`config.mk`:
```
export PLATFORM = sky130hd
export DESIGN_NAME = serdesphy_rx_framer
export DESIGN_NICKNAME = d
export VERILOG_FILES = /design/src/rtl/serdesphy_rx_framer.sv
export SDC_FILE = /design/constraint.sdc
export NUM_CORES = 1
export LEC_CHECK = 0
export ABC_AREA = 1
export CAP_MARGIN = 20
export CORE_ASPECT_RATIO = 2
export CORE_MARGIN = 2
export CORE_UTILIZATION = 45
export DETAILED_ROUTE_END_ITERATION = 8
export GPL_TIMING_DRIVEN = 0
export PLACE_DENSITY_LB_ADDON = 0.25
export SETUP_SLACK_MARGIN = 0.3
export SYNTH_ARGS = -nofsm -noshare
export SYNTH_HDL_FRONTEND = slang
export SYNTH_SLANG_ARGS = --single-unit
```
`constraint.sdc`:
```
create_clock -name clk_24m -period 5.98 [get_ports clk_24m]
set_clock_uncertainty 0.1 [all_clocks]
set_input_delay 0.598 -clock clk_24m [delete_from_list [all_inputs] [get_ports clk_24m]]
set_output_delay 0.598 -clock clk_24m [all_outputs]
set_load 0.005 [all_outputs]
```
`src/rtl/serdesphy_rx_framer.sv`:
```
// serdesphy_rx_framer
//   Sync-word RX framer. Hunts for SYNC_PATTERN at any bit offset in the
//   recovered serial stream. It qualifies lock over LOCK_CNT consecutive frames
//   and drops lock after UNLOCK_CNT consecutive bad sync slots. While locked it
//   emits aligned WORD_W-bit payload words over a valid/ready handshake.
//
//   Optional feature (macro RX_POLARITY_AUTO_EN):
//     - When defined, SEARCH also accepts ~SYNC_PATTERN.
//     - On such a match the rest of the stream is inverted before use, until
//       SEARCH is re-entered.
//     - When undefined, only SYNC_PATTERN matches and rx_polarity_inv is tied 0.
//
// Ports
//   clk_24m, rst_24m            clock, synchronous active-high reset
//   rx_en, rx_align_rst         enable, restart search / clear stickies
//   bit_data/valid/error        serial bit input from the deserializer
//   word_data/valid/ready/err   payload word handshake (first bit = MSB)
//   frame_start                 word is payload word 0 of its frame
//   rx_aligned, rx_align_state  lock flag, state (00 SEARCH 01 VERIFY 10 LOCKED 11 IDLE)
//   rx_overflow                 sticky: word dropped under backpressure
//   lock_loss_cnt               saturating LOCKED->SEARCH count
//   rx_polarity_inv             stream treated as inverted
module serdesphy_rx_framer #(
  parameter int unsigned       WORD_W       = 16,
  parameter logic [WORD_W-1:0] SYNC_PATTERN = 16'hF0A5,
  parameter int unsigned       FRAME_WORDS  = 4,
  parameter int unsigned       LOCK_CNT     = 3,
  parameter int unsigned       UNLOCK_CNT   = 2
) (
  input  logic              clk_24m,
  input  logic              rst_24m,
  input  logic              rx_en,
  input  logic              rx_align_rst,
  input  logic              bit_data,
  input  logic              bit_valid,
  input  logic              bit_error,
  output logic [WORD_W-1:0] word_data,
  output logic              word_valid,
  input  logic              word_ready,
  output logic              word_err,
  output logic              frame_start,
  output logic              rx_aligned,
  output logic [1:0]        rx_align_state,
  output logic              rx_overflow,
  output logic [7:0]        lock_loss_cnt,
  output logic              rx_polarity_inv
);

  localparam logic [1:0] StSearch = 2'b00;
  localparam logic [1:0] StVerify = 2'b01;
  localparam logic [1:0] StLocked = 2'b10;
  localparam logic [1:0] StIdle   = 2'b11;

  localparam int unsigned BCW = $clog2(WORD_W);
  localparam int unsigned WIW = $clog2(FRAME_WORDS + 1);
  localparam int unsigned FCW = $clog2(WORD_W + 1);
  localparam int unsigned HCW = $clog2(LOCK_CNT + 1);
  localparam int unsigned MCW = $clog2(UNLOCK_CNT + 1);

  localparam logic [BCW-1:0] BitLast  = BCW'(WORD_W - 1);
  localparam logic [WIW-1:0] SyncIdx  = WIW'(FRAME_WORDS);
  localparam logic [FCW-1:0] FillFull = FCW'(WORD_W);
  localparam logic [FCW-1:0] FillLast = FCW'(WORD_W - 1);
  localparam logic [HCW-1:0] HitsLock = HCW'(LOCK_CNT);
  localparam logic [MCW-1:0] MissDrop = MCW'(UNLOCK_CNT);

  logic [1:0]        state_q, state_d;
  logic [WORD_W-1:0] window_q, window_d;
  logic [FCW-1:0]    fill_q, fill_d;
  logic [BCW-1:0]    bit_cnt_q, bit_cnt_d;
  logic [WIW-1:0]    word_idx_q, word_idx_d;
  logic [HCW-1:0]    hits_q, hits_d;
  logic [MCW-1:0]    miss_q, miss_d;
  logic              err_acc_q, err_acc_d;
  logic              pol_q, pol_d;
  logic [WORD_W-1:0] word_data_q, word_data_d;
  logic              word_err_q, word_err_d;
  logic              frame_start_q, frame_start_d;
  logic              word_valid_q, word_valid_d;
  logic              overflow_q, overflow_d;
  logic [7:0]        lock_loss_q, lock_loss_d;

  logic              bit_in;
  logic [WORD_W-1:0] win_next;
  logic              sync_hit, sync_hit_inv;
  logic              word_end, sync_slot, err_now, to_search;
  logic [BCW-1:0]    bit_cnt_adv;
  logic [WIW-1:0]    word_idx_adv;

  assign bit_in   = bit_data ^ pol_q;
  assign win_next = {window_q[WORD_W-2:0], bit_in};
  assign sync_hit = (win_next == SYNC_PATTERN);

`ifdef RX_POLARITY_AUTO_EN
  assign sync_hit_inv    = (win_next == ~SYNC_PATTERN);
  assign rx_polarity_inv = pol_q;
`else
  assign sync_hit_inv    = 1'b0;
  assign rx_polarity_inv = 1'b0;
`endif

  // Frame position is tracked as (word index, bit in word); index FRAME_WORDS
  // is the sync slot, so the pair wraps after (FRAME_WORDS+1)*WORD_W bits.
  assign word_end     = (bit_cnt_q == BitLast);
  assign sync_slot    = (word_idx_q == SyncIdx);
  assign bit_cnt_adv  = word_end ? '0 : bit_cnt_q + 1'b1;
  assign word_idx_adv = !word_end ? word_idx_q : (sync_slot ? '0 : word_idx_q + 1'b1);
  assign err_now      = err_acc_q | bit_error;

  always_comb begin
    state_d       = state_q;
    window_d      = window_q;
    fill_d        = fill_q;
    bit_cnt_d     = bit_cnt_q;
    word_idx_d    = word_idx_q;
    hits_d        = hits_q;
    miss_d        = miss_q;
    err_acc_d     = err_acc_q;
    pol_d         = pol_q;
    word_data_d   = word_data_q;
    word_err_d    = word_err_q;
    frame_start_d = frame_start_q;
    word_valid_d  = word_valid_q;
    overflow_d    = overflow_q;
    lock_loss_d   = lock_loss_q;
    to_search     = 1'b0;

    if (word_valid_q && word_ready) word_valid_d = 1'b0;

    if (!rx_en) begin
      state_d      = StIdle;
      word_valid_d = 1'b0;
      fill_d       = '0;
      bit_cnt_d    = '0;
      word_idx_d   = '0;
      hits_d       = '0;
      miss_d       = '0;
      err_acc_d    = 1'b0;
      pol_d        = 1'b0;
    end else if (rx_align_rst) begin
      to_search    = 1'b1;
      window_d     = '0;
      overflow_d   = 1'b0;
      word_valid_d = 1'b0;
    end else begin
      case (state_q)
        StIdle: to_search = 1'b1;

        StSearch: begin
          if (bit_valid) begin
            window_d = win_next;
            if (bit_error) begin
              fill_d = '0;
            end else begin
              if (fill_q != FillFull) fill_d = fill_q + 1'b1;
              // Window is full once this bit lands on the WORD_W-th position.
              if ((fill_q >= FillLast) && (sync_hit || sync_hit_inv)) begin
                state_d    = (LOCK_CNT == 1) ? StLocked : StVerify;
                hits_d     = HCW'(1);
                miss_d     = '0;
                bit_cnt_d  = '0;
                word_idx_d = '0;
                err_acc_d  = 1'b0;
                pol_d      = sync_hit_inv && !sync_hit;
              end
            end
          end
        end

        StVerify: begin
          if (bit_valid) begin
            window_d   = win_next;
            bit_cnt_d  = bit_cnt_adv;
            word_idx_d = word_idx_adv;
            if (bit_error) begin
              to_search = 1'b1;
            end else if (word_end && sync_slot) begin
              if (!sync_hit) begin
                to_search = 1'b1;
              end else begin
                hits_d = hits_q + 1'b1;
                if ((hits_q + 1'b1) == HitsLock) begin
                  state_d = StLocked;
                  miss_d  = '0;
                end
              end
            end
          end
        end

        StLocked: begin
          if (bit_valid) begin
            window_d   = win_next;
            bit_cnt_d  = bit_cnt_adv;
            word_idx_d = word_idx_adv;
            if (!word_end) begin
              err_acc_d = err_now;
            end else begin
              err_acc_d = 1'b0;
              if (sync_slot) begin
                // A flagged bit anywhere in the sync slot makes it a miss.
                if (sync_hit && !err_now) begin
                  miss_d = '0;
                end else if ((miss_q + 1'b1) == MissDrop) begin
                  to_search = 1'b1;
                  if (lock_loss_q != 8'hFF) lock_loss_d = lock_loss_q + 8'd1;
                end else begin
                  miss_d = miss_q + 1'b1;
                end
              end else if (word_valid_q && !word_ready) begin
                // Held word wins; the new one is lost.
                overflow_d = 1'b1;
              end else begin
                word_data_d   = win_next;
                word_err_d    = err_now;
                frame_start_d = (word_idx_q == '0);
                word_valid_d  = 1'b1;
              end
            end
          end
        end

        default: to_search = 1'b1;
      endcase
    end

    // Every SEARCH entry restarts the hunt and re-evaluates polarity.
    if (to_search) begin
      state_d    = StSearch;
      fill_d     = '0;
      bit_cnt_d  = '0;
      word_idx_d = '0;
      hits_d     = '0;
      miss_d     = '0;
      err_acc_d  = 1'b0;
      pol_d      = 1'b0;
    end
  end

  always_ff @(posedge clk_24m) begin
    if (rst_24m) begin
      state_q       <= StIdle;
      window_q      <= '0;
      fill_q        <= '0;
      bit_cnt_q     <= '0;
      word_idx_q    <= '0;
      hits_q        <= '0;
      miss_q        <= '0;
      err_acc_q     <= 1'b0;
      pol_q         <= 1'b0;
      word_data_q   <= '0;
      word_err_q    <= 1'b0;
      frame_start_q <= 1'b0;
      word_valid_q  <= 1'b0;
      overflow_q    <= 1'b0;
      lock_loss_q   <= '0;
    end else begin
      state_q       <= state_d;
      window_q      <= window_d;
      fill_q        <= fill_d;
      bit_cnt_q     <= bit_cnt_d;
      word_idx_q    <= word_idx_d;
      hits_q        <= hits_d;
      miss_q        <= miss_d;
      err_acc_q     <= err_acc_d;
      pol_q         <= pol_d;
      word_data_q   <= word_data_d;
      word_err_q    <= word_err_d;
      frame_start_q <= frame_start_d;
      word_valid_q  <= word_valid_d;
      overflow_q    <= overflow_d;
      lock_loss_q   <= lock_loss_d;
    end
  end

  assign word_data      = word_data_q;
  assign word_valid     = word_valid_q;
  assign word_err       = word_err_q;
  assign frame_start    = frame_start_q;
  assign rx_aligned     = (state_q == StLocked);
  assign rx_align_state = state_q;
  assign rx_overflow    = overflow_q;
  assign lock_loss_cnt  = lock_loss_q;

endmodule

```
# Word level (Yosys, flattened, before mapping)

Cells that the tools add are included.

$add $sub $neg: 6
Magnitude comparators: 1
Eq/ne operators: 35
Muxes and demuxes: 79
Bitwise gates (word level): 6
Reductions and logical operators: 34

Operators with widths:

| kind                 | number |
|---|---|
| $mux 2               | 28 |
| $mux 15              | 3 |
| $ne 4x4->1 const B   | 8 |
| $mux 1               | 28 |
| $mux 4               | 5 |
| $ne 2x2->1 const B   | 10 |
| $mux 3               | 6 |
| $reduce_and 6->1     | 3 |
| $reduce_and 9->1     | 2 |
| $reduce_bool 2->1    | 9 |
| $eq 16x16->1 const B | 1 |
| $reduce_and 14->1    | 1 |
| $reduce_and 7->1     | 2 |
| $mux 5               | 2 |
| $reduce_and 10->1    | 1 |
| $reduce_or 3->1      | 3 |
| $add 8x1->8 const B  | 1 |
| $eq 2x2->1 const B   | 4 |
| $ne 2x1->1 const B   | 4 |
| $ne 8x8->1 const B   | 1 |
| $pmux 2 s2           | 2 |
| $pmux 4 s2           | 1 |
| $pmux 2 s3           | 1 |
| $pmux 3 s2           | 1 |
| other kinds (24)     | 34 |

Bits in registers: 62
Input bits: 8
Output and inout bits: 32
Word-level logic and storage cells: 175

# Depth between registers and ports, before layout

Gate-level depths: netlist (run 1).

Depth after elaboration: 12
Mapped depth: 15
Gate-level depth less buffers: 14

# Worst setup path after synthesis (run 1)

No wires, ideal clock.

Kind: flip-flop to flip-flop
Start: reg state_q[0] (netlist: rx_align_state[0])
End: reg bit_cnt_q[2]
Arrival: 1.754 ns
Data required time: 5.814 ns
Path slack: 4.060 ns
Stages on the path, launching flop included: 8
Buffers on the path: 1
Clock period less this slack: 1.920 ns
Cell sequence: dfxtp_1 inv_1 ha_1 clkbuf_1 o21ai_0 nand4_4 or2_1 a21oi_2

Cells in the longest elaborated chain, start to end: 5
Elaborated cells on any way between the ends: 16

Ends and longest elaborated chain:

| what                                     | line | text |
|---|---|---|
| from (decl)                              | 67   | `logic [1:0] state_q, state_d;` |
| from (signal assigned)                   | 242  | `state_q <= StIdle;` |
| from (signal assigned)                   | 258  | `state_q <= state_d;` |
| $eq 2x2->1 or $eq 2x1->1 (tied branches) | 146  | `case (state_q)` |
| $pmux 1 s3                               | 146  |  |
| $mux 1                                   | 140  | `end else if (rx_align_rst) begin` |
| $mux 1                                   | 130  | `if (!rx_en) begin` |
| $reduce_or 3->1 (no source line)         | -    |  |
| to (signal assigned)                     | 261  | `bit_cnt_q <= bit_cnt_d;` |
| to (decl)                                | 70   | `logic [BCW-1:0] bit_cnt_q, bit_cnt_d;` |

Several ways; a longest one is shown, not always the timed one.
A chain may end at the register's enable or synchronous reset.

# Worst setup path in the final report (run 1)

Start: in bit_error
End: reg bit_cnt_q[0]

Cells in the longest elaborated chain, start to end: 11
Elaborated cells on any way between the ends: 15

Ends and longest elaborated chain:

| what                             | line | text |
|---|---|---|
| from (decl)                      | 36   | `input logic bit_error,` |
| $or 1x1->1                       | 108  | `assign err_now = err_acc_q \| bit_error;` |
| $logic_not 1->1                  | 202  | `if (sync_hit && !err_now) begin` |
| $logic_and 1x1->1                | 202  |  |
| $mux 1                           | 202  |  |
| $mux 1                           | 200  | `if (sync_slot) begin` |
| $mux 1                           | 196  | `if (!word_end) begin` |
| $mux 1                           | 192  | `if (bit_valid) begin` |
| $pmux 1 s3                       | 146  |  |
| $mux 1                           | 140  |  |
| $mux 1                           | 130  |  |
| $reduce_or 3->1 (no source line) | -    |  |

Several ways; a longest one is shown, not always the timed one.

==> results of run 1 <==
==> final cells by class <==
| cell class | count | area, sq um |
|---|---|---|
| Buffer | 12 | 61.3 |
| Clock buffer | 13 | 240 |
| Clock inverter | 2 | 10.0 |
| Fill cell | 685 | 2950 |
| Inverter | 74 | 278 |
| Multi-Input combinational cell | 283 | 1620 |
| Sequential cell | 62 | 1240 |
| Tap cell | 90 | 113 |
| Timing Repair Buffer | 37 | 370 |
==> metrics by stage <==
step,cells,setup slack (ns),utilization (%),hold WS [ns]
2_1_floorplan,431,4.06,-,0.338
3_5_place_dp,558,3.26,53.5,0.361
4_1_cts,573,3.57,57.1,0.368
6_report,573,3.54,57.1,0.364
5_1_grt,573,3.42,57.1,0.390
3_3_place_gp,558,3.25,53.5,0.351
==> report_power, final <==
group          internal [mW]  switching (mW)  leakage, nW  total, mW
logic                 0.0218          0.0454        0.873     0.0672
clock network          0.276           0.172        0.123      0.449
registers              0.415         0.00148        0.500      0.417
total                  0.713           0.219         1.50      0.933
==> synth_stat cells (4+ instances only) <==
| library cell | count | area [sq um] |
|---|---|---|
| nand3_1 | 14 | 70.1 |
| dfxtp_1 | 62 | 1240 |
| clkbuf_1 | 6 | 22.5 |
| nand2_4 | 4 | 45.0 |
| a21oi_2 | 6 | 52.6 |
| nor2_1 | 44 | 165 |
| nor2_2 | 8 | 50.1 |
| nand4_1 | 6 | 37.5 |
| o21ai_0 | 30 | 150 |
| nor3_1 | 11 | 55.1 |
| o22ai_1 | 15 | 93.8 |
| ha_1 | 13 | 163 |
| nor2_4 | 4 | 45.0 |
| buf_2 | 4 | 20.0 |
| nand2_1 | 63 | 236 |
| inv_1 | 71 | 267 |
| a21oi_1 | 36 | 180 |
==> worst min-delay path, cell delays in order, from the launching register on <==
cell and delay, ns:
dfxtp_1 0.31, nand2_1 0.06, a21oi_1 0.05
==> registers in the layout (all words and copies together), names as in the netlist, 2 cells and up <==
name	flops
word_data	16
window_q	15
lock_loss_cnt	8
fill_q	5
bit_cnt_q	4
word_idx_q	3
hits_q	2
miss_q	2
rx_align_state	2
==> final timing paths <==
path / depth (start not counted) / slack, ns / endpoint
worst max-delay path: 11 / 3.54 / bit_cnt_q[0]$_SDFFE_PP0P_
worst min-delay path: 2 / 0.36 / err_acc_q$_SDFFE_PP0P_
worst max register to register: 7 / 3.81 / bit_cnt_q[3]$_SDFFE_PP0P_
worst min register to register: 2 / 0.36 / err_acc_q$_SDFFE_PP0P_
==> routing by layer <==
metal  part of all wire [%]  routed length [um]  vias to the layer above
met3                    3.4                 265                       27
met1                     36                2770                     1371
met4                    4.2                 327                        0
li1                       -                   -                     1497
met2                     57                4430                       68
met5                      0                   0                        -
==> cell families after synthesis <==
| group | share of synthesized area [%] |
|---|---|
| and+or+nand+nor | 26.7 |
| AOI/OAI and AO/OA | 18.2 |
| buffers and inverters | 10.6 |
| DFF | 38.8 |
| adders and majority gates | 5.08 |
| xor gates and xnor gates | 0.547 |
| other | 0.117 |
==> out/results.txt, run 1 <==
status: complete, no violations
Initial Utilization: 46.5%
Buf+Inv Stages, Crit Path: 2
via count: 2963
CP max FO: 10
DR iter-0 viols: 123
Final Cell Area: 3930 sq um
die area: 7840 sq um
Worst Setup End Kind: flip-flop
Avg Cell Area, Syn: 7.43 sq um
CP Cell Sequence: clkdlybuf4s50_1 > nor2_1 > nand3_2 > nand3_1 > nand2_1 > nand2_1 > nand2_2 > nand2_4 > nand2_4 > buf_6 > a21oi_2
main flop type after synthesis: dfxtp_1
CP startpoint: bit_error
PD cells: 237 nW/um^2
# port buffers: 37
Fin Setup TNS: 0 ns
Final Cycle Share: 40.8%
number of global-route vias before repair: 2911
Syn Inst Count: 431
CP Launch Type: input pin
Critical Path Max Stage Delay: 0.56 ns
unrepaired setup endpoints after global routing: no
wire length of the first global-routing pass: 12800 um
Synth Net Count: 452
DRC: 0
Clk pin slew, worst setup/hold paths: 0.05 ns
total clock sinks: 62
Static Leakage: 1.50 nW
FP Rows: 43
Mapped Area: 3200 sq um
fmax: 0.409 GHz
nets: 500
Die W: 63.6 um
diode count: 0
Yosys warnings: 0
met1 Use GR: 19.2%
# setup viols final: 0
commonest cells after routing, fill and taps aside: inv_1 (71), nand2_1 (63), dfxtp_1 (62), nor2_1 (44), clkdlybuf4s50_1 (37)
Total Routing Usage GR: 21.2%
final worst path period need: 2.44 ns
endpoints failing hold: 0
number of synthesized flops with an enable pin: 0
CTS resizes: 0
clock root buffer: clkbuf_16
DR vias/cell: 5.17
Worst-Skew Late Latency: 0.33 ns
Layout area overhead: 22.9%
placed cell area: 3680 sq um
Worst EP required: 6.14 ns
final wirelength: 7800 um
maxcap violations: 0
count of state elements after synthesis: 62
initial antenna violation count: 0
CTS tree: yes
Critical R2R Launch: rx_align_state[0]$_SDFFE_PP1P_
commonest non-fill, non-tap cell in the layout: inv_1
GR Util met2: 41.3%
global routing's busiest layer: met2
HP Class: flip-flop to flip-flop
Slew Limit Fails: 0
share of cells above drive strength 1: 11.8%
Crit Path Class: input pin to flip-flop
DR WL/cell: 13.6 um
Slowest-stage cell, CP: clkdlybuf4s50_1
Ports: 40
post-CTS setup buffers: 0
DRT antenna net count: 0
die height: 123 um
CP arrival: 2.60 ns
Max VDD drop: 0.000175 V
gp weighted congestion: 0.942
GR Util met3: 4.64%
core area: 6890 sq um
detailed placer's ending HPWL: 5990 um
CTS max path bufs: 2
H-tree depth: 3
post-cts hold buffer count: 0
hold_sp: err_acc_q$_SDFFE_PP0P_
detailed-router iteration count before antenna repair: 4
CTS Buf Count: 9
Netlist cell types: 42
pin count of the biggest net entering global routing: 11
FFs w/ async S/R, synth: 0%
Final Total Pwr: 0.933 mW
Worst path top cell family by delay: simple AND/OR/NAND/NOR gates
register area share after synthesis: 38.8%
GRT Residual Overflow: 0
Power figures use the tool's default switching activity.
==> run 2: changes to the inputs <==
==> constraint.sdc (replaced) <==
create_clock -name clk_24m -period 2.5 [get_ports clk_24m]
set_clock_uncertainty 0.1 [all_clocks]
set_input_delay 0.25 -clock clk_24m [delete_from_list [all_inputs] [get_ports clk_24m]]
set_output_delay 0.25 -clock clk_24m [all_outputs]
set_load 0.005 [all_outputs]
==> out/results.txt, run 2 (synthesis gave the netlist of run 1 again) <==
Die W: 63.6 um (unchanged)
via count: 2990 (+0.91%)
CP arrival: 2.17 ns (-0.43 ns)
final worst path period need: 2.05 ns
DRC: 0 (unchanged)
Layout area overhead: 23.3%
Fin Setup TNS: 0 ns (unchanged)
Ports: 40 (unchanged)
CTS tree: yes
Final Total Pwr: 2.23 mW (+140%)
share of cells above drive strength 1: 12.8% (+1.0 points)
GRT Residual Overflow: 0 (unchanged)
reg2reg path depth: 10 (+3)
final wirelength: 7720 um (-0.96%)
unrepaired setup endpoints after global routing: yes
Critical R2R Launch: rx_align_state[0]$_SDFFE_PP1P_
number of global-route vias before repair: 2911 (unchanged)
Slew Limit Fails: 0 (unchanged)
Total Routing Usage GR: 21.2% (unchanged)
DRT antenna net count: 0 (unchanged)
CTS max path bufs: 2 (unchanged)
detailed placer's ending HPWL: 5990 um (unchanged)
Reg area: 1240 sq um (unchanged)
commonest non-fill, non-tap cell in the layout: inv_1
CTS Buf Count: 9 (unchanged)
pre-CTS setup slack: 0.127 ns (-3.13 ns)
Clk pin slew, worst setup/hold paths: 0.05 ns (about the same)
placed cells: 558 (unchanged)
Worst Setup End Kind: flip-flop
initial antenna violation count: 0 (unchanged)
worst setup path endpoint: miss_q[1]$_SDFFE_PP0P_
Initial Utilization: 46.5% (unchanged)
Static Leakage: 1.50 nW (about the same)
R2R Path End: miss_q[1]$_SDFFE_PP0P_
nets: 500 (unchanged)
detailed-router iteration count before antenna repair: 4 (unchanged)
fmax: 0.488 GHz
# setup viols final: 0 (unchanged)
Core Util, Final: 57.3% (+0.20 points)
DR WL/cell: 13.5 um (-0.96%)
placed cell area: 3680 sq um (unchanged)
fin cells: 573 (unchanged)
wire length of the first global-routing pass: 12800 um (unchanged)
status: complete, no violations
gp weighted congestion: 0.942 (unchanged)
pin count of the biggest net entering global routing: 11 (unchanged)
Final Cycle Share: 81.9%
Fillers: 683 (-0.29%)
Worst-Skew Late Latency: 0.33 ns (about the same)
Reg2Reg Setup Slack: 0.45 ns (-3.36 ns)
FP Rows: 43 (unchanged)
H-tree depth: 3 (unchanged)
diode count: 0 (unchanged)
# port buffers: 37 (unchanged)
Max VDD drop: 0.000423 V (+140%)
CP startpoint: rx_align_state[0]$_SDFFE_PP1P_
Crit Path Class: flip-flop to flip-flop
commonest cells after routing, fill and taps aside: inv_1 (70), nand2_1 (62), dfxtp_1 (62), nor2_1 (42), clkdlybuf4s50_1 (37)
CP Launch Type: flip-flop
Worst EP required: 2.62 ns (-3.52 ns)
DR vias/cell: 5.22 (+0.91%)
Largest register FFs: 16 (unchanged)
CP max FO: 7 (-3)
DR iter-0 viols: 122 (-0.81%)
maxcap violations: 0 (unchanged)
CP Cell Sequence: inv_1 > ha_1 > inv_1 > o21ai_2 > nor3_1 > nand3_1 > nor2_2 > nand2_1 > o21ai_1 > nor2_2
WHS: 0.223 ns (-0.141 ns)
die area: 7840 sq um (unchanged)
total clock sinks: 62 (unchanged)
endpoints failing hold: 0 (unchanged)
Critical Path Max Stage Delay: 0.40 ns (-0.16 ns)
core area: 6890 sq um (unchanged)
PD cells: 565 nW/um^2 (+140%)
clock root buffer: clkbuf_16
Slowest-stage cell, CP: dfxtp_1
post-cts hold buffer count: 0 (unchanged)
die height: 123 um (unchanged)
HP Class: input pin to flip-flop
Final Cell Area: 3950 sq um (+0.35%)
area of the multi-input gates: 1630 sq um (+0.46%)
PnR worst setup slack: 0.452 ns (-3.09 ns)
-- run 2: cell types whose count changed in the layout (fill, tap and decap cells not counted), sizes merged --
| cell | delta |
|---|---|
| buf | -2 |
| clkbuf | +2 |
-- run 2: power by group --
group / leakage (nW) / internal [mW] / switching [mW]
registers: 0.500 / 0.993 / 0.00352
logic: 0.873 / 0.0535 / 0.109
clock network: 0.123 / 0.661 / 0.410
-- run 2: worst min path at each step --
stage / startpoint / endpoint / slack [ns] / depth (start not counted)
after global routing: rst_24m / window_q[2]$_SDFFE_PP0P_ / 0.29 / 2
after global placement: hits_q[1]$_SDFFE_PP0P_ / hits_q[1]$_SDFFE_PP0P_ / 0.35 / 2
after CTS: rst_24m / window_q[0]$_SDFFE_PP0P_ / 0.24 / 2
after floorplan: rx_align_rst / word_valid$_SDFF_PP0_ / 0.23 / 1
after detailed placement: err_acc_q$_SDFFE_PP0P_ / err_acc_q$_SDFFE_PP0P_ / 0.36 / 2
final: rst_24m / window_q[0]$_SDFFE_PP0P_ / 0.22 / 2
-- run 2: layout make-up --
class | instances | share of cell area [%]
plain buffers | 12 | 1.71
clock buffers | 13 | 6.09
clock inverters | 2 | 0.254
inverters | 74 | 7.04
multi-input cells | 283 | 41.2
flip-flops and latches | 62 | 31.4
well taps | 90 | 2.85
repair buffers | 37 | 9.38
-- run 2: routing by layer --
metal | part of all wire (%) | global-route usage [%]
met1 | 34 | 19.2
met4 | 5.6 | 13.5
met2 | 56 | 41.3
met5 | 0 | 0
met3 | 3.7 | 4.64
-- run 2: timing repair --
| item | in CTS | in global routing |
|---|---|---|
| endpoints found under the setup margin | 0 | 34 |
| setup buffers | 0 | 0 |
| resized for setup | 0 | 10 |
-- run 2: worst max-delay path, delay by kind of cell (launching register included) --
family / cells / cell delay [ns]
AND/OR/NAND/NOR: 5 / 0.57
flip-flops: 1 / 0.40
adder cells (fa/ha/maj): 1 / 0.32
AO/OA/AOI/OAI: 2 / 0.29
buffers and inverters: 2 / 0.27
==> variant 1, RTL diff (settings of run 2) <==
Reset style: asynchronous (`rst_24m`), changed in one clocked block. Comments in the files are not updated.
--- a/src/rtl/serdesphy_rx_framer.sv
+++ b/src/rtl/serdesphy_rx_framer.sv
@@ -238,5 +238,5 @@
   end
 
-  always_ff @(posedge clk_24m) begin
+  always_ff @(posedge clk_24m or posedge rst_24m) begin
     if (rst_24m) begin
       state_q       <= StIdle;
Formal check against the unedited RTL: differs if rst_24m is asserted again (counterexample within 4 cycles, from zero or initial values and one cycle with rst_24m high); with rst_24m held inactive, the same outputs for 10 cycles.
==> variant 1 against run 2 <==
  * Sequential cell count did not move
  * Largest cell class unchanged
  * Cell area up 14%
  * Critical path depth rose by 7
  * Setup slack got worse by 0.23 ns
  * Die area rose by 5.0%
  * Synthesized area up 5.2%
  * Count of clock-buffer cells in the layout is 3 lower
  * Routed wire length rose by 2.4%
Power is not compared: it rests on default switching activity, and its combinational part moved more than twofold at a synthesized area within 25%.
==> variant 1: results (changes against run 2) <==
stage,metric,value,unit,change
grt,largest net degree at the start of global routing,37,,+26
final_layout,multi-input combinational area share,36.8,%,-4.5 points
setup_path,Worst path top cell family by delay,simple AND/OR/NAND/NOR gates,,
final_layout,Layout fillers,640,,-6.3%
setup_path,critical path arrival,2.40,ns,+0.23 ns
grt,first-pass GRT wire length,13100,µm,+2.4%
synth,Post-Synth XOR/XNOR Area,2.34,%,+1.8 points
synth,Post-Synth Adder-Cell Area,5.20,%,+0.12 points
final_layout,clkbuf count,10,,-3
cts,# H-tree levels,3,,unchanged
final_layout,Final #Nets,486,,-2.8%
final_layout,sequential cell area share,34.6,%,+3.2 points
sta,Worst Tran Pin Value,0.778,ns,
placement,hpwl dp,5770,µm,-3.7%
synth,syn nets,413,,-8.6%
drt,Pre-antenna DRT Iters,4,,unchanged
synth,Yosys reg bits,62,,unchanged
setup_path,CP peak stage delay,0.41,ns,
synth,"Cell Area, Synth",3370,µm²,+5.2%
placement,I/O Buffers,37,,unchanged
final_layout,layout cells sized above 1,24.1,%,+11 points
final_layout,Multi-In Gates,258,,-8.8%
final_layout,Logic inverters,63,,-15%
synth,Post-synth top cells,"nand2_1 (70), dfrtp_1 (60), inv_1 (56)",,
placement,DP Area,3870,µm²,+5.2%
synth,synthesis warning total,0,,unchanged
grt,GRT Util Overall,20.4,%,-0.86 points
cts,clk buf depth,2,,unchanged
final_layout,clock-cell share of area,6.69,%,+0.35 points
placement,RD Place Congestion,0.866,,-8.1%
final_layout,Non-clk bufs,70,,+43%
cts,clock-pin slew on the worst setup and hold paths,0.06,ns,
setup_path,"Max stage delay cell, worst path",dfrtp_1,,
synth,sequential element share of the synthesized area,46.1,%,+7.4 points
drt,Vias,2882,,-3.6%
status,outcome,"finished, final reports clean",,
pwr,Worst IR Drop VDD,0.000508,V,
drt,Antenna Violating Nets Remaining,0,,unchanged
synth,Netlist cell types,44,,+4.8%
final_layout,max FFs per register,16,,unchanged
pwr,LEAKAGE,2.08,nW,
setup_path,crit path max fanout,7,,unchanged
drt,Routed WL per cell,14.1,µm,+4.6%
drt,DRT iter0 DRCs,153,,+25%
cts,CTS root buffer,clkbuf_16,,
synth,compound-cell area share of the yosys netlist,12.2,%,-6.0 points
grt,antenna violations before repair,0,,unchanged
cts,Skew-Pair Late Insertion Delay,0.33,ns,about the same
synth,top post-synthesis cells by area,"dfrtp_1 (45%), nand2_1 (7.8%), inv_1 (6.2%)",,
final_layout,buffering overhead,14.0,%,+2.9 points
synth,ys async rst share,100,%,+100 points
synth,Post-synth top flop,dfrtp_1,,
-- variant 1: worst paths after layout --
| check | slack, ns | from | cells after the start | to |
|---|---|---|---|---|
| min in group asynchronous | 0.30 | rst_24m | 2 | lock_loss_cnt[3] |
| hold reg to reg | 0.38 | word_data[9] | 2 | word_data[9] |
| hold / removal | 0.17 | bit_error | 3 | err_acc_q |
| setup reg to reg | 0.22 | bit_cnt_q[1] | 17 | miss_q[1] |
| max in group asynchronous | 1.40 | rst_24m | 3 | window_q[11] |
| setup / recovery | 0.22 | bit_cnt_q[1] | 17 | miss_q[1] |
-- variant 1: what timing repair did --
action                     in CTS  in global routing
hold buffers                    0                  0
pin swaps                      11                 23
setup endpoints to repair      41                 49
gates resized for setup        21                 20
setup buffers                  11                 13
-- variant 1: kinds of logic (layout without fill, tap and decap cells) --
group,Yosys count,count (layout)
and+or+nand+nor,165,165
DFF,62,62
other,1,1
AOI/OAI and AO/OA,69,69
xor gates and xnor gates,9,9
adders and majority gates,14,14
buffers and inverters,71,149
-- variant 1: metal layers --
metal / global-route usage (%) / vias to the layer above / part of all wire, %
met5: 0 / - / 0
met4: 9.31 / 0 / 3.3
met3: 3.72 / 22 / 2.7
met2: 36.9 / 55 / 57
met1: 22.4 / 1386 / 37
li1: - / 1419 / -
-- variant 1: through the flow --
stage	std cells	setup TNS, ns	worst slack [ns]	utilization [%]
floorplan	391	0	0.379	-
global placement	520	-30.50	-0.478	53.0
detailed placement	521	-2.45	-0.169	53.3
CTS	548	0	0.292	59.7
global route	561	0	0.112	61.8
finish	561	0	0.219	61.8
-- variant 1: where the power goes --
part / internal (mW) / switching (mW) / leakage [nW]
Clock: 0.794 / 0.439 / 0.148
Sequential: 1.09 / 0.0591 / 0.845
Combinational: 0.561 / 0.764 / 1.08
Total: 2.44 / 1.26 / 2.08
==> variant 2, RTL diff (flow settings as in run 2) <==
Without the edit above. Change the parameter `UNLOCK_CNT` from 2 to 1.
--- a/src/rtl/serdesphy_rx_framer.sv
+++ b/src/rtl/serdesphy_rx_framer.sv
@@ -26,5 +26,5 @@
   parameter int unsigned       FRAME_WORDS  = 4,
   parameter int unsigned       LOCK_CNT     = 3,
-  parameter int unsigned       UNLOCK_CNT   = 2
+  parameter int unsigned       UNLOCK_CNT   = 1
 ) (
   input  logic              clk_24m,
Check against the original RTL: same outputs for any inputs over 10 cycles, from zero or initial values and one cycle with rst_24m high; that may be too few to reach the edited logic, so the function may still have changed.
==> variant 2 against run 2 <==
  * Critical path depth shrank 1
  * Routed wire length down 4.6%
  * Synthesized area shrank 7.2%
  * Die area shrank 6.8%
  * Setup slack better by 0.015 ns
  * Sequential cell count down 2
  * Worst hold slack improved by 0.15 ns
  * Total power is 6.3% higher
  * Cell area decreased by 3.3%
  * Sequential power decreased by 3.2%
  * Critical endpoint is now word_idx_q[0]
  * Largest cell class unchanged
==> variant 2: results (changes against run 2) <==
stage,metric,value,unit,change
final_layout,buffering overhead,12.1,%,+1.0 points
die,Core ar.,6360,µm²,-7.6%
grt,vias in the first global route,2726,,-6.4%
synth,compound-cell area share of the yosys netlist,16.9,%,-1.3 points
pwr,Worst IR Drop VDD,0.000470,V,+11%
final_layout,final std cells w/o fill,553,,-3.5%
status,outcome,"finished, final reports clean",,
synth,sequential element share of the synthesized area,40.4,%,+1.6 points
final_layout,Non-clk bufs,51,,+4.1%
final_layout,Final #Nets,482,,-3.6%
setup_path,crit path max fanout,10,,+3
worst_hold_path,worst hold-check path type,register to register,,
grt,first-pass GRT wire length,12000,µm,-6.6%
final_layout,clock-cell share of area,8.23,%,+1.9 points
final_layout,layout cells sized above 1,9.42,%,-3.4 points
grt,GRT Util Overall,21.7,%,+0.49 points
placement,I/O Buffers,38,,+2.7%
placement,placed cell count,536,,-3.9%
synth,syn nets,432,,-4.4%
synth,Post-Synth XOR/XNOR Area,0.884,%,+0.34 points
drt,met3 wire length,269,µm,-4.6%
synth,Post-Synth Adder-Cell Area,5.05,%,-0.029 points
synth,top post-synthesis cells by area,"dfxtp_1 (40%), inv_1 (8.0%), nand2_1 (7.8%)",,
final_layout,Layout fillers,618,,-9.5%
pwr,LEAKAGE,1.41,nW,-5.8%
placement,RD Place Congestion,0.863,,-8.3%
final_layout,Finished Cell Area,3820,µm²,-3.3%
drt,metal2 WL,4120,µm,-5.1%
synth,Yosys reg bits,60,,-3.2%
drt,Via density,5.19,,-0.58%
drt,DRT iter0 DRCs,148,,+21%
-- variant 2: changes by cell type after synthesis, moves of 4 or more --
cell,run 2,this run
a21oi_1,36,41
a21oi_2,6,0
inv_1,71,63
nand2_4,4,0
nand3_1,14,18
nand4_1,6,10
nor2_1,44,53
nor2_2,8,0
nor3_1,11,3
-- variant 2: worst paths after layout --
kind	cells past startpoint	endpoint	slack (ns)	from
worst max-delay path	9	word_idx_q[0]	0.47	rx_align_state[1]
worst min-delay path	2	hits_q[0]	0.37	hits_q[0]
worst max register to register	9	word_idx_q[0]	0.47	rx_align_state[1]
worst min register to register	2	hits_q[0]	0.37	hits_q[0]
-- variant 2: repair_timing --
item                       in CTS  in global routing
resized for setup               1                  9
pin swaps                       0                  1
buffers inserted                0                  1
setup endpoints to repair       1                 27
-- variant 2: logic make-up (layout without fill, tap and decap cells) --
logic type                 after synthesis  after routing
AOI/OAI and AO/OA                       92             92
other                                    1              1
xor gates and xnor gates                 3              3
buffers and inverters                   78            133
and+or+nand+nor                        166            166
adders and majority gates               12             12
DFF                                     60             60
-- variant 2: critical path, cell delays in order, from the launching register on --
cell	delay (ns)
dfxtp_1	0.41
inv_1	0.09
ha_1	0.32
clkbuf_2	0.20
nand2_1	0.09
o21ai_0	0.07
nor2_1	0.15
nand3_2	0.14
or2_0	0.23
a21oi_1	0.15
-- variant 2: per-stage QoR --
stage	hold WS, ns	setup WS [ns]
2_1_floorplan	0.298	0.634
3_3_place_gp	0.349	0.0981
3_5_place_dp	0.360	0.0320
4_1_cts	0.367	0.387
5_1_grt	0.396	0.293
6_report	0.373	0.467
-- variant 2: metal layers --
metal  track usage (%)  vias up
met2              38.2       75
met3              5.43       14
met1              22.5     1337
met4              10.6        0
met5                 0        -
li1                  -     1443
